$ cat src/rtl/packer_sequencer_pkg.sv
// Shared constants and state type for the activation packer and its layer sequencer.
package packer_sequencer_pkg;

  localparam int unsigned WORDS_PER_GROUP = 16;
  localparam int unsigned WORD_IDX_W      = 4;

  typedef enum logic [2:0] {
    ST_IDLE      = 3'd0,
    ST_WAIT_ENC  = 3'd1,
    ST_ISSUE     = 3'd2,
    ST_WAIT_PACK = 3'd3,
    ST_DONE      = 3'd4
  } seq_state_e;

endpackage

$ cat src/rtl/packer_sequencer.sv
// Layer sequencer: hands encoder words to the packer one at a time, counts groups of
// 16 words and maps packer write strobes/offsets onto absolute SRAM enables and addresses.
module packer_sequencer
  import packer_sequencer_pkg::*;
#(
  parameter int unsigned ADDR_WIDTH_ACT   = 14,
  parameter int unsigned ADDR_WIDTH_MASKS = 11,
  parameter int unsigned GROUP_CNT_WIDTH  = 16
) (
  input  logic                        clk,
  input  logic                        arst_n_in,
  input  logic                        start,
  input  logic [GROUP_CNT_WIDTH-1:0]  num_groups,
  input  logic [ADDR_WIDTH_ACT-1:0]   act_base,
  input  logic [ADDR_WIDTH_MASKS-1:0] mask_base,
  input  logic                        enc_valid,
  output logic                        enc_pop,
  output logic                        start_packer,
  output logic [3:0]                  encoder_to_packer_counter,
  input  logic                        ready_packer,
  input  logic                        packer_write_control,
  input  logic                        write_activations_memory_extra,
  input  logic                        write_masks_memory_extra,
  input  logic [ADDR_WIDTH_ACT-1:0]   outputs_encoded_to_memory_counter,
  input  logic [ADDR_WIDTH_MASKS-1:0] outputs_masks_to_memory_counter,
  output logic                        act_we,
  output logic [ADDR_WIDTH_ACT-1:0]   act_addr,
  output logic                        mask_we,
  output logic [ADDR_WIDTH_MASKS-1:0] mask_addr,
  output logic                        busy,
  output logic                        done,
  output logic [ADDR_WIDTH_ACT:0]     act_words_written
);

  localparam logic [WORD_IDX_W-1:0]      LAST_WORD = WORD_IDX_W'(WORDS_PER_GROUP - 1);
  localparam logic [GROUP_CNT_WIDTH-1:0] GROUP_ONE = GROUP_CNT_WIDTH'(1);
  localparam logic [WORD_IDX_W-1:0]      IDX_ONE   = WORD_IDX_W'(1);

  seq_state_e                  state_q, state_d;
  logic [WORD_IDX_W-1:0]       word_idx_q, word_idx_d;
  logic [GROUP_CNT_WIDTH-1:0]  group_cnt_q, group_cnt_d;
  logic [GROUP_CNT_WIDTH-1:0]  num_groups_q, num_groups_d;
  logic [ADDR_WIDTH_ACT-1:0]   act_base_q, act_base_d;
  logic [ADDR_WIDTH_MASKS-1:0] mask_base_q, mask_base_d;
  logic [ADDR_WIDTH_ACT:0]     act_words_q, act_words_d;
  logic [GROUP_CNT_WIDTH-1:0]  group_cnt_inc;

  assign group_cnt_inc = group_cnt_q + GROUP_ONE;

  always_comb begin
    state_d      = state_q;
    word_idx_d   = word_idx_q;
    group_cnt_d  = group_cnt_q;
    num_groups_d = num_groups_q;
    act_base_d   = act_base_q;
    mask_base_d  = mask_base_q;
    unique case (state_q)
      ST_IDLE: begin
        if (start) begin
          num_groups_d = num_groups;
          act_base_d   = act_base;
          mask_base_d  = mask_base;
          word_idx_d   = '0;
          group_cnt_d  = '0;
          state_d      = (num_groups == '0) ? ST_DONE : ST_WAIT_ENC;
        end
      end
      ST_WAIT_ENC: begin
        if (enc_valid) state_d = ST_ISSUE;
      end
      ST_ISSUE: state_d = ST_WAIT_PACK;
      ST_WAIT_PACK: begin
        if (ready_packer) begin
          word_idx_d = word_idx_q + IDX_ONE;
          state_d    = ST_WAIT_ENC;
          // group boundary: the last word of a group closes it and may end the layer
          if (word_idx_q == LAST_WORD) begin
            group_cnt_d = group_cnt_inc;
            if (group_cnt_inc == num_groups_q) state_d = ST_DONE;
          end
        end
      end
      ST_DONE: state_d = ST_IDLE;
      default: state_d = ST_IDLE;
    endcase
  end

  assign act_we   = packer_write_control & ~write_activations_memory_extra;
  assign mask_we  = packer_write_control & ~write_masks_memory_extra;
  assign act_addr = act_base_q + outputs_encoded_to_memory_counter;
  assign mask_addr = mask_base_q + outputs_masks_to_memory_counter;

  // layer start clears the write count even if a stray write lands in the same cycle
  always_comb begin
    act_words_d = act_words_q;
    if (state_q == ST_IDLE && start) begin
      act_words_d = '0;
    end else if (act_we && !(&act_words_q)) begin
      act_words_d = act_words_q + (ADDR_WIDTH_ACT + 1)'(1);
    end
  end

  always_ff @(posedge clk or negedge arst_n_in) begin
    if (!arst_n_in) begin
      state_q      <= ST_IDLE;
      word_idx_q   <= '0;
      group_cnt_q  <= '0;
      num_groups_q <= '0;
      act_base_q   <= '0;
      mask_base_q  <= '0;
      act_words_q  <= '0;
    end else begin
      state_q      <= state_d;
      word_idx_q   <= word_idx_d;
      group_cnt_q  <= group_cnt_d;
      num_groups_q <= num_groups_d;
      act_base_q   <= act_base_d;
      mask_base_q  <= mask_base_d;
      act_words_q  <= act_words_d;
    end
  end

  assign start_packer              = (state_q == ST_ISSUE);
  assign enc_pop                   = (state_q == ST_WAIT_PACK) & ready_packer;
  assign encoder_to_packer_counter = word_idx_q;
  assign busy                      = (state_q != ST_IDLE);
  assign done                      = (state_q == ST_DONE);
  assign act_words_written         = act_words_q;

endmodule
$ cat config.mk
export PLATFORM = sky130hd
export DESIGN_NAME = packer_sequencer
export DESIGN_NICKNAME = d
export VERILOG_FILES = /design/src/rtl/packer_sequencer_pkg.sv /design/src/rtl/packer_sequencer.sv
export SDC_FILE = /design/constraint.sdc
export NUM_CORES = 1
export LEC_CHECK = 0
export ABC_AREA = 1
export ABC_CLOCK_PERIOD_IN_PS = 4300
export CELL_PAD_IN_SITES_DETAIL_PLACEMENT = 1
export CELL_PAD_IN_SITES_GLOBAL_PLACEMENT = 1
export CORE_ASPECT_RATIO = 0.6
export CORE_MARGIN = 8
export CORE_UTILIZATION = 37
export CTS_BUF_LIST = sky130_fd_sc_hd__clkbuf_8
export DETAILED_ROUTE_END_ITERATION = 7
export PLACE_DENSITY_LB_ADDON = 0.3
export SYNTH_ARGS = -nofsm -noshare
export SYNTH_HDL_FRONTEND = slang
export SYNTH_SLANG_ARGS = --single-unit
$ cat constraint.sdc
create_clock -name clk -period 4.3 [get_ports clk]
set_clock_uncertainty 0.2 [all_clocks]
set_input_delay 1.29 -clock clk [delete_from_list [all_inputs] [get_ports clk]]
set_output_delay 1.29 -clock clk [all_outputs]
set_load 0.1 [all_outputs]
* Yosys cells after proc, flatten, opt, wreduce, memory -nomap -nowiden
Cells that the tools add are included.
Storage, ports and cells: register bits 79, memories kept 0, bits in read-only memories 0, memory bits (writable) 0, input bits 74, bits in latches 0, word-level logic and storage cells 56
Cells by class: shift-type cells 0, multiply operators 0, equality and inequality tests 10, bitwise gates (word level) 5, div/mod/pow operators 0, order comparisons 0, multiplexer cells 16, reductions and logical operators 13, add/sub/neg operators 5
Operators by type and width (number):
- 16-bit two-way mux | 3
- 16-bit one-hot mux with 2 select lines | 1
- 15-bit two-way mux | 2
- 3-bit two-way mux | 6
- 16-bit by 1-bit adder with 16-bit output, second input constant | 1
- 16-bit equality test | 1
- 16-bit zero test | 1
- 15-bit by 1-bit adder with 15-bit output, second input constant | 1
- 15-bit AND reduction | 1
- 14-bit adder | 1
- 3-bit one-hot mux with 4 select lines | 1
- 11-bit adder | 1
- 4-bit two-way mux | 2
- 2-bit inequality test, second input constant | 4
- 4-bit one-hot mux with 2 select lines | 1
- 3-bit by 2-bit equality test with 1-bit output, second input constant | 2
- 3-bit AND reduction | 2
- 4-bit by 1-bit adder with 4-bit output, second input constant | 1
- 4-bit equality test, second input constant | 1
- 4-bit AND reduction | 1
- 2-bit nonzero test | 2
- 1-bit AND | 3
- 3-bit by 1-bit equality test with 1-bit output, second input constant | 1
- 3-bit equality test, second input constant | 1
- 6 further kinds | 8

* Depth between registers and ports, before layout
Gate-level depths: netlist of the first run.
word-level depth 6, gate-level depth with buffers 16, depth with buffers taken out 16

* Worst setup path after synthesis of the first run
OpenSTA, ideal clock, no wires.
path type input -> output, start input outputs_masks_to_memory_counter[0], end output mask_addr[8], setup slack -1.294 ns, stages 10, buffers on the path 0, data arrival time 4.104 ns, data required time 2.810 ns, cells stage by stage ha_1 inv_1 fa_1 inv_1 a31oi_1 o21ai_0 a21oi_1 nor2_1 nor2_1 xnor2_1
On the way: cells in the longest elaborated chain, start to end 1
Ends and longest elaborated chain:
- start: declaration | line packer_sequencer.sv:25 | input logic [ADDR_WIDTH_MASKS-1:0] outputs_masks_to_memory_counter,
- 11-bit adder | line packer_sequencer.sv:91 | assign mask_addr = mask_base_q + outputs_masks_to_memory_counter;
- end: declaration | line packer_sequencer.sv:29 | output logic [ADDR_WIDTH_MASKS-1:0] mask_addr,
No other way between the ends.

* Worst setup path after layout of the first run
start input outputs_masks_to_memory_counter[2], end output mask_addr[7]
The elaborated chain is that of the path after synthesis.

==> flow_metrics.py, run 1 <==
metrics = {
    "clock_network": {
        "clockBufferDepth": 2,
        "cts_hold_buffers": 0,
        "clk_latency_ns": 0.36,
        "cts-root-buf": "clkbuf_8",
        "clock_sinks": 79,
        "path_clk_slew_ns": 0.09,
        "cts_tree": "done",
        "cts_buffers": 9,
        "htree_levels": 3,
    },
    "timing": {
        "timing.hold.ws_ns": 0.308,
        "setup_viol": 10,
        "slew_headroom": 0.290,
        "fin_crit_ns": 4.64,
        "rsz0062_at_grt": "yes",
        "fin_ws_ns": -0.342,
        "finalHoldViolations": 0,
        "period_share": 1.08,
        "fmax_mhz": 215,
        "worst_pin_slew_ns": 1.07,
        "drv_slew": 0,
    },
    "grt": {
        "grt_usage": 0.258,
        "antenna_found_initial": 0,
        "grt_max_degree": 80,
        "grt_overflow": 0,
        "grt_pass1_wl_um": 36500,
        "grt_pass1_vias": 6440,
    },
    "run": {
        "max_cap_violations": 0,
    },
    "setup_path": {
        "crit_type": "in2out",
        "critPathCaptureType": "output pin",
        "required_ns": 2.81,
        "crit_arrival_ns": 3.15,
        "crit_fanout": 3,
        "cp-start-kind": "input port",
    },
    "floorplan": {
        "io_pins": 124,
        "die_w_um": 167,
        "die_area_sq_um": 17900,
        "die_h_um": 107,
        "fp-row-count": 33,
        "core_region_area_sq_um": 13500,
        "initial_utilization": 0.376,
    },
    "placement": {
        "portBuffers": 123,
        "routabilityCongestion": 0.845,
        "place_inst": 1033,
        "dp_hpwl_um": 15500,
    },
    "routing": {
        "ant_nets": 0,
        "first_iter_violations": 438,
        "drcViolationCount": 0,
        "first_pass_iters": 5,
        "drt-wirelength-per-cell_um": 24.2,
        "via_per_inst": 5.56,
        "drt_wl_total_um": 26000,
        "vias": 5975,
    },
    "layout": {
        "mostFrequentLayoutCells": "nand2_1, dfrtp_1, buf_4, inv_1, clkdlybuf4s50_1",
        "stdcell_count": 1074,
        "final_nets": 996,
        "antenna_cells": 0,
        "final_common_cell": "nand2_1",
        "drive_above_1_share": 0.317,
        "syn_to_final_growth_pct": 69.8,
    },
    "yosys": {
        "avgSynthCellArea_sq_um": 7.27,
        "synthDistinctLibCells": 35,
        "ys_warn_count": 0,
        "synth_seq_cells": 79,
        "ys_seq_area_frac": 0.388,
        "syn-num-nets": 802,
        "syn_inst": 700,
        "synth_area_sq_um": 5090,
    },
    "status": {
        "violations": "setup timing",
        "status": "finished, violations left",
    },
    "hold_path": {
        "hold_path.class": "reg2reg",
    },
}
final timing paths:
path	startpoint	endpoint	cells past startpoint	slack [ns]
max in group asynchronous	arst_n_in	mask_base_q[7]	1	2.30
setup reg to reg	encoder_to_packer_counter[0]	group_cnt_q[9]	9	1.50
setup / recovery	outputs_masks_to_memory_counter[2]	mask_addr[7]	13	-0.34
hold reg to reg	num_groups_q[4]	num_groups_q[4]	2	0.31
min in group asynchronous	arst_n_in	act_words_written[11]	1	0.90
hold / removal	num_groups_q[4]	num_groups_q[4]	2	0.31
critical path, cell delays in order:
cell     delay (ns)
buf_6          0.10
ha_4           0.24
a21oi_4        0.16
nand2_2        0.09
nand2_1        0.11
nand2_1        0.07
a21oi_2        0.22
inv_1          0.10
a21oi_2        0.17
nor2_2         0.08
nor2_4         0.16
xor2_4         0.18
buf_12         0.19
routing by layer:
layer | wire, um | track usage
met5 | 0 | 0
met4 | 827 | 0.108
met3 | 1580 | 0.0576
met2 | 12700 | 0.446
met1 | 10800 | 0.309
flip-flops by register name (all words and copies together), names as in the netlist:
register                   flops
act_words_written             15
mask_base_q                   11
group_cnt_q                   16
state_q                        3
encoder_to_packer_counter      4
act_base_q                    14
num_groups_q                  16
cell families after synthesis:
family	Yosys count	synth area share
xor+xnor	26	0.0447
simple gates	367	0.312
flops	79	0.388
compound gates	102	0.109
fa+ha+maj	28	0.0718
buf+inv	98	0.0742
cells in the mapped netlist:
cell / count / area share
a21boi_0: 1 / 0.0015
nand3_1: 45 / 0.044
nor2_2: 5 / 0.0061
nand3_2: 1 / 0.0020
nor2_1: 48 / 0.035
nor2_4: 3 / 0.0066
nand4_4: 1 / 0.0042
nand2_1: 227 / 0.17
a21oi_1: 35 / 0.034
nand2_2: 5 / 0.0061
o22ai_1: 13 / 0.016
clkinv_2: 1 / 0.00098
nor3_2: 1 / 0.0020
nand3b_1: 5 / 0.0074
ha_1: 26 / 0.064
o31ai_1: 2 / 0.0029
and2_1: 1 / 0.0012
clkbuf_1: 6 / 0.0044
inv_2: 2 / 0.0015
o2111ai_1: 3 / 0.0052
nor3_1: 11 / 0.011
nand2_4: 1 / 0.0022
inv_1: 82 / 0.060
nor4_1: 2 / 0.0025
a31oi_1: 3 / 0.0037
o221ai_1: 1 / 0.0017
o21ai_0: 39 / 0.038
a21o_1: 1 / 0.0015
fa_1: 2 / 0.0079
nand4_1: 11 / 0.014
o21ai_1: 4 / 0.0039
dfrtp_1: 79 / 0.39
xnor2_1: 9 / 0.015
xor2_1: 17 / 0.029
buf_2: 7 / 0.0069
repair_timing:
action | 4_1_cts | 5_1_grt
endpoints found under the setup margin | 19 | 14
buffers inserted | 18 | 15
resized for setup | 116 | 54
pin swaps | 69 | 49
through the flow:
| stage | worst slack [ns] | area [sq um] | util | TNS [ns] |
|---|---|---|---|---|
| 4_1_cts | -0.165 | 8420 | 0.622 | -0.741 |
| 6_report | -0.342 | 8640 | 0.638 | -0.961 |
| 2_1_floorplan | -0.336 | 5740 | - | -1.77 |
| 5_1_grt | -0.389 | 8640 | 0.638 | -1.35 |
| 3_5_place_dp | -0.621 | 7750 | 0.573 | -7.28 |
| 3_3_place_gp | -0.560 | 7750 | 0.573 | -6.17 |
final cells by class:
class / count / area, sq um
clock buffers: 9 / 124
repair buffers: 196 / 2040
multi-input cells: 523 / 3840
fillers: 1535 / 4900
flip-flops and latches: 79 / 1980
inverters: 85 / 320
well taps: 175 / 219
clock inverters: 7 / 120
Power of run 1 is left out: the tool's default activity adds up to more than one toggle a clock period on the data nets, which glitch-free logic cannot reach.
==> inputs of run 2 (changes only) <==
--- a/config.mk
+++ b/config.mk
@@ -14,4 +14,5 @@
 export CORE_UTILIZATION = 37
 export CTS_BUF_LIST = sky130_fd_sc_hd__clkbuf_8
+export CTS_CLUSTER_DIAMETER = 60
 export DETAILED_ROUTE_END_ITERATION = 7
 export PLACE_DENSITY_LB_ADDON = 0.3
--- a/constraint.sdc
+++ b/constraint.sdc
@@ -3,3 +3,3 @@
 set_input_delay 1.29 -clock clk [delete_from_list [all_inputs] [get_ports clk]]
 set_output_delay 1.29 -clock clk [all_outputs]
-set_load 0.1 [all_outputs]
+set_load 0.005 [all_outputs]
==> run 2 against run 1 <==
  * Setup slack improved by 0.33 ns
  * Cell count rose by 0.28%
  * First-iteration DRC count fell by 42%
  * Register-to-register slack improved by 0.20 ns
  * Utilization fell by 6.5 points
  * Critical path depth did not move
  * Critical path type unchanged
  * Hold slack got worse by 0.0014 ns
  * Maximum frequency rose by 7.8%
  * Wire length fell by 17%
  * Sequential share of layout area rose by 2.6 points
  * The flow still finishes with violations (setup timing)
  * Non-clock buffer count rose by 1
==> flow_metrics.py, run 2 (synthesized netlist as in run 1, its figures left out) <==
metrics = {
    "status": {
        "status": "finished, violations left",
        "violations": "setup timing",
    },
    "timing": {
        "drv_slew": 0,
        "fmax_mhz": 232,
        "rsz0062_at_grt": "yes",
        "timing.hold.ws_ns": 0.306,
        "slew_headroom": 0.498,
        "finalHoldViolations": 0,
        "fin_crit_ns": 4.31,
        "worst_pin_slew_ns": 0.747,
        "tns_ns": -0.00739,
        "period_share": 1.00,
        "fin_ws_ns": -0.00739,
        "setup_viol": 1,
    },
    "clock_network": {
        "cts_tree": "done",
        "htree_levels": 3,
        "cts-root-buf": "clkbuf_8",
        "cts_hold_buffers": 0,
        "clockBufferDepth": 2,
        "path_clk_slew_ns": 0.08,
        "clock_sinks": 79,
        "clk_latency_ns": 0.37,
        "cts_buffers": 9,
    },
    "setup_path": {
        "crit_fanout": 4,
        "cp-start-kind": "input port",
        "crit_arrival_ns": 2.82,
        "crit_type": "in2out",
        "required_ns": 2.81,
        "reg2regPathDepth": 7,
        "critPathCaptureType": "output pin",
    },
    "placement": {
        "routabilityCongestion": 0.893,
        "pre_cts_ws_ns": -0.978,
        "dp_hpwl_um": 15300,
        "portBuffers": 123,
    },
    "power": {
        "p_leak_nw": 3.66,
        "power_mw": 4.80,
        "max-vdd-ir-drop_uv": 279,
        "cellPowerDensity_nw_per_um2": 618,
    },
    "hold_path": {
        "hold_path.class": "reg2reg",
        "holdPathStages": 2,
    },
    "grt": {
        "grt_max_degree": 50,
        "antenna_found_initial": 2,
        "grt_usage": 0.236,
        "grt_pass1_vias": 6264,
        "grt_pass1_wl_um": 33900,
        "grt_overflow": 0,
    },
    "floorplan": {
        "die_h_um": 107,
        "die_area_sq_um": 17900,
        "initial_utilization": 0.376,
        "core_region_area_sq_um": 13500,
        "io_pins": 124,
        "die_w_um": 167,
        "fp-row-count": 33,
    },
    "layout": {
        "mostFrequentLayoutCells": "nand2_1, clkdlybuf4s50_1, dfrtp_1, inv_1, buf_4",
        "final_nets": 997,
        "drive_above_1_share": 0.238,
        "final_common_cell": "nand2_1",
        "syn_to_final_growth_pct": 52.4,
    },
    "routing": {
        "ant_nets": 0,
        "drt-wirelength-per-cell_um": 20.0,
        "drcViolationCount": 0,
        "first_pass_iters": 5,
        "via_per_inst": 5.30,
        "vias": 5710,
        "drt_wl_total_um": 21500,
        "first_iter_violations": 256,
    },
    "run": {
        "max_cap_violations": 0,
    },
}
[run 2: cell types whose count changed in the layout (fill, tap and decap cells not counted), sizes merged]
cell           before  now
buf               119   94
clkdlybuf4s50      63   80
dlygate4sd2         4   17
clkdlybuf4s15       5    1
bufinv              3    1
diode               0    2
dlymetal6s2s        0    2
clkbuf             14   13
clkinvlp            0    1
[run 2: critical path, stage by stage]
cell and delay (ns):
buf_6 0.10, ha_4 0.26, a21oi_4 0.17, nand2_2 0.08, nand2_2 0.06, nand2_2 0.05, a21oi_2 0.16, inv_1 0.07
a21oi_2 0.11, nor2_1 0.05, nor2_1 0.10, xor2_1 0.16, buf_2 0.15
[run 2: repair_timing]
action                                  CTS  global route
buffers inserted                         15             0
pin swaps                                57            40
resized for setup                       183            33
endpoints found under the setup margin   23            13
[run 2: per-layer routing]
layer / vias up / share of wire / GRT usage
li1: 2663 / - / -
met1: 2818 / 0.45 / 0.299
met2: 186 / 0.47 / 0.388
met3: 43 / 0.053 / 0.0646
met4: 0 / 0.022 / 0.0761
met5: - / 0 / 0
[run 2: layout make-up]
cell class	instances	area (sq um)
diodes	2	5.00
clock buffers	10	138
clock inverters	6	60.1
fillers	1637	5780
inverters	85	320
multi-input cells	523	3330
flip-flops and latches	79	1980
well taps	175	219
repair buffers	197	1710
[run 2: through the flow]
stage / util / area, sq um / instances
floorplan: - / 5090 / 700
global placement: 0.515 / 6970 / 1048
detailed placement: 0.515 / 6970 / 1048
CTS: 0.565 / 7650 / 1077
global route: 0.573 / 7760 / 1077
finish: 0.573 / 7760 / 1077
[run 2: report_power, final]
group          leakage [nW]  internal, mW  switching [mW]
Clock                 0.104         0.282           0.299
Sequential             1.03         0.966           0.238
Combinational          2.53          1.47            1.54
[run 2: final timing paths]
path	from	to	slack, ns
min in group asynchronous	arst_n_in	group_cnt_q[8]	0.75
setup reg to reg	state_q[0]	group_cnt_q[13]	1.70
max in group asynchronous	arst_n_in	num_groups_q[8]	2.42
hold reg to reg	act_base_q[13]	act_base_q[13]	0.31
hold / removal	act_base_q[13]	act_base_q[13]	0.31
setup / recovery	outputs_masks_to_memory_counter[2]	mask_addr[7]	-0.007
Note: power is estimated with default switching activity, not from simulation.
==> inputs of run 3 (changes only) <==
Settings changed: CORE_MARGIN 8 to not set, TNS_END_PERCENT set to 1.
==> run 3 against run 2 <==
  * The flow still finishes with violations (setup timing)
  * Die area shrank 20%
  * Cell count shrank 0.56%
  * Critical path depth is the same
  * Setup slack lost 0.084 ns
  * Final area grew 0.40%
  * Hold slack gained 0.017 ns
  * First-iteration DRC count grew 70%
  * Sequential share of layout area shrank 0.10 points
  * Combinational power grew 3%
  * Global-route usage grew 6.3 points
  * Largest cell class unchanged
==> flow_metrics.py, run 3 (synthesized netlist as in run 1, its figures left out) <==
metrics = {
    "power": {
        "p_sw_frac": 0.446,
        "max-vdd-ir-drop_uv": 345,
        "p_seq_frac": 0.247,
        "p_switching_mw": 2.19,
        "cellPowerDensity_nw_per_um2": 630,
        "pwr-share-clk": 0.121,
        "combPwrFrac": 0.632,
        "p_int_mw": 2.72,
        "power_mw": 4.91,
        "p_leak_nw": 3.69,
    },
    "grt": {
        "grt_max_degree": 48,
        "grt_overflow": 0,
        "grt_pass1_vias": 6278,
        "grt_usage": 0.299,
        "antenna_found_initial": 0,
        "grt_pass1_wl_um": 32900,
    },
    "timing": {
        "fmax_mhz": 228,
        "rsz0062_at_grt": "yes",
        "fin_ws_ns": -0.0913,
        "worst_pin_slew_ns": 0.709,
        "setup_viol": 8,
        "fin_crit_ns": 4.39,
        "tns_ns": -0.499,
        "drv_slew": 0,
        "finalHoldViolations": 0,
        "slew_headroom": 0.528,
        "period_share": 1.02,
    },
    "routing": {
        "drt-wirelength-per-cell_um": 21.3,
        "drcViolationCount": 0,
        "drt_wl_total_um": 22800,
        "vias": 5938,
        "ant_nets": 0,
        "via_per_inst": 5.54,
        "first_iter_violations": 434,
        "first_pass_iters": 5,
    },
    "hold_path": {
        "min_to": "num_groups_q[2]",
        "min_from": "num_groups_q[2]",
        "holdPathStages": 2,
        "hold_path.class": "reg2reg",
    },
    "status": {
        "status": "finished, violations left",
        "violations": "setup timing",
    },
    "layout": {
        "drive_above_1_share": 0.236,
        "fillerInstances": 1591,
        "regArea_sq_um": 1980,
        "antenna_cells": 0,
        "final_nets": 998,
        "final_common_cell": "nand2_1",
        "mostFrequentLayoutCells": "nand2_1, dfrtp_1, clkdlybuf4s50_1, inv_1, buf_4",
        "multiInputGateArea_sq_um": 3370,
        "syn_to_final_growth_pct": 53.0,
        "final_util": 0.593,
    },
    "setup_path": {
        "reg2reg_from": "act_words_written[1]",
        "critPathCaptureType": "output pin",
        "cp-start-kind": "input port",
        "crit_arrival_ns": 2.90,
        "crit_fanout": 4,
        "reg2regPathDepth": 12,
        "crit_type": "in2out",
        "r2r-end": "act_words_written[6]",
        "r2r_slack_ns": 1.35,
        "required_ns": 2.81,
    },
    "placement": {
        "dp_hpwl_um": 14200,
        "portBuffers": 123,
        "routabilityCongestion": 0.912,
    },
    "floorplan": {
        "die_area_sq_um": 14200,
        "die_h_um": 92.9,
        "die_w_um": 153,
        "fp-row-count": 32,
        "core_region_area_sq_um": 13100,
        "initial_utilization": 0.388,
        "io_pins": 124,
    },
    "run": {
        "max_cap_violations": 0,
    },
    "clock_network": {
        "clk_latency_ns": 0.37,
        "cts_buffers": 9,
        "cts-root-buf": "clkbuf_8",
        "clock_sinks": 79,
        "cts_tree": "done",
        "htree_levels": 3,
        "path_clk_slew_ns": 0.09,
        "clockBufferDepth": 2,
    },
}
[run 3: layout make-up]
| class | instances | area share |
|---|---|---|
| timing repair buffer | 198 | 0.220 |
| sequential | 79 | 0.254 |
| multi-input combinational | 523 | 0.432 |
| clock inverter | 7 | 0.00948 |
| inverter | 85 | 0.0411 |
| tap | 170 | 0.0273 |
| clock buffer | 9 | 0.0159 |
[run 3: timing repair]
item / CTS / global route
pin swaps: 53 / 43
gates cloned: 0 / 0
hold endpoints to repair: 0 / 0
gates resized for setup: 159 / 51
setup endpoints to repair: 23 / 14
hold buffers: 0 / 0
buffers inserted: 12 / 5
[run 3: metrics by stage]
stage / std cells / area [sq um] / hold WS [ns] / worst slack, ns
final: 1071 / 7790 / 0.324 / -0.0913
after global routing: 1071 / 7790 / 0.358 / -0.226
after CTS: 1067 / 7560 / 0.307 / -0.119
after detailed placement: 1039 / 6940 / 0.266 / -1.01
after global placement: 1039 / 6940 / 0.264 / -0.857
after floorplan: 700 / 5090 / 0.246 / 0.0824
[run 3: how the worst max path moves through the flow]
stage | startpoint | end | slack (ns) | cells after the start
after floorplan | outputs_encoded_to_memory_counter[0] | act_addr[10] | 0.08 | 7
after global placement | outputs_encoded_to_memory_counter[0] | act_addr[10] | -0.86 | 10
after detailed placement | outputs_masks_to_memory_counter[0] | mask_addr[8] | -1.01 | 12
after CTS | outputs_masks_to_memory_counter[0] | mask_addr[8] | -0.12 | 13
after global routing | outputs_masks_to_memory_counter[2] | mask_addr[7] | -0.23 | 13
final | outputs_masks_to_memory_counter[2] | mask_addr[7] | -0.09 | 13
[run 3: routing by layer]
layer | vias up | track usage | wire length, um
li1 | 2669 | - | -
met1 | 2958 | 0.369 | 9470
met2 | 248 | 0.537 | 11500
met3 | 63 | 0.0482 | 1170
met4 | 0 | 0.0892 | 666
met5 | - | 0 | 0
[run 3: critical path: stages]
cell and delay (ns):
buf_6 0.10, ha_4 0.26, a21oi_4 0.16, nand2_2 0.08, nand2_1 0.06, nand2_1 0.07, a21oi_2 0.14, inv_1 0.07
a21oi_2 0.14, nor2_1 0.08, nor2_1 0.11, xor2_1 0.18, buf_2 0.15
[run 3: power groups by stage]
stage	combinational, mW	sequential [mW]	clock (mW)
finish	3.10	1.21	0.592
global route	3.30	1.23	0.618
CTS	2.71	1.19	0.586
detailed placement	2.51	1.16	0
global placement	2.37	1.14	0
floorplan	1.17	1.10	0
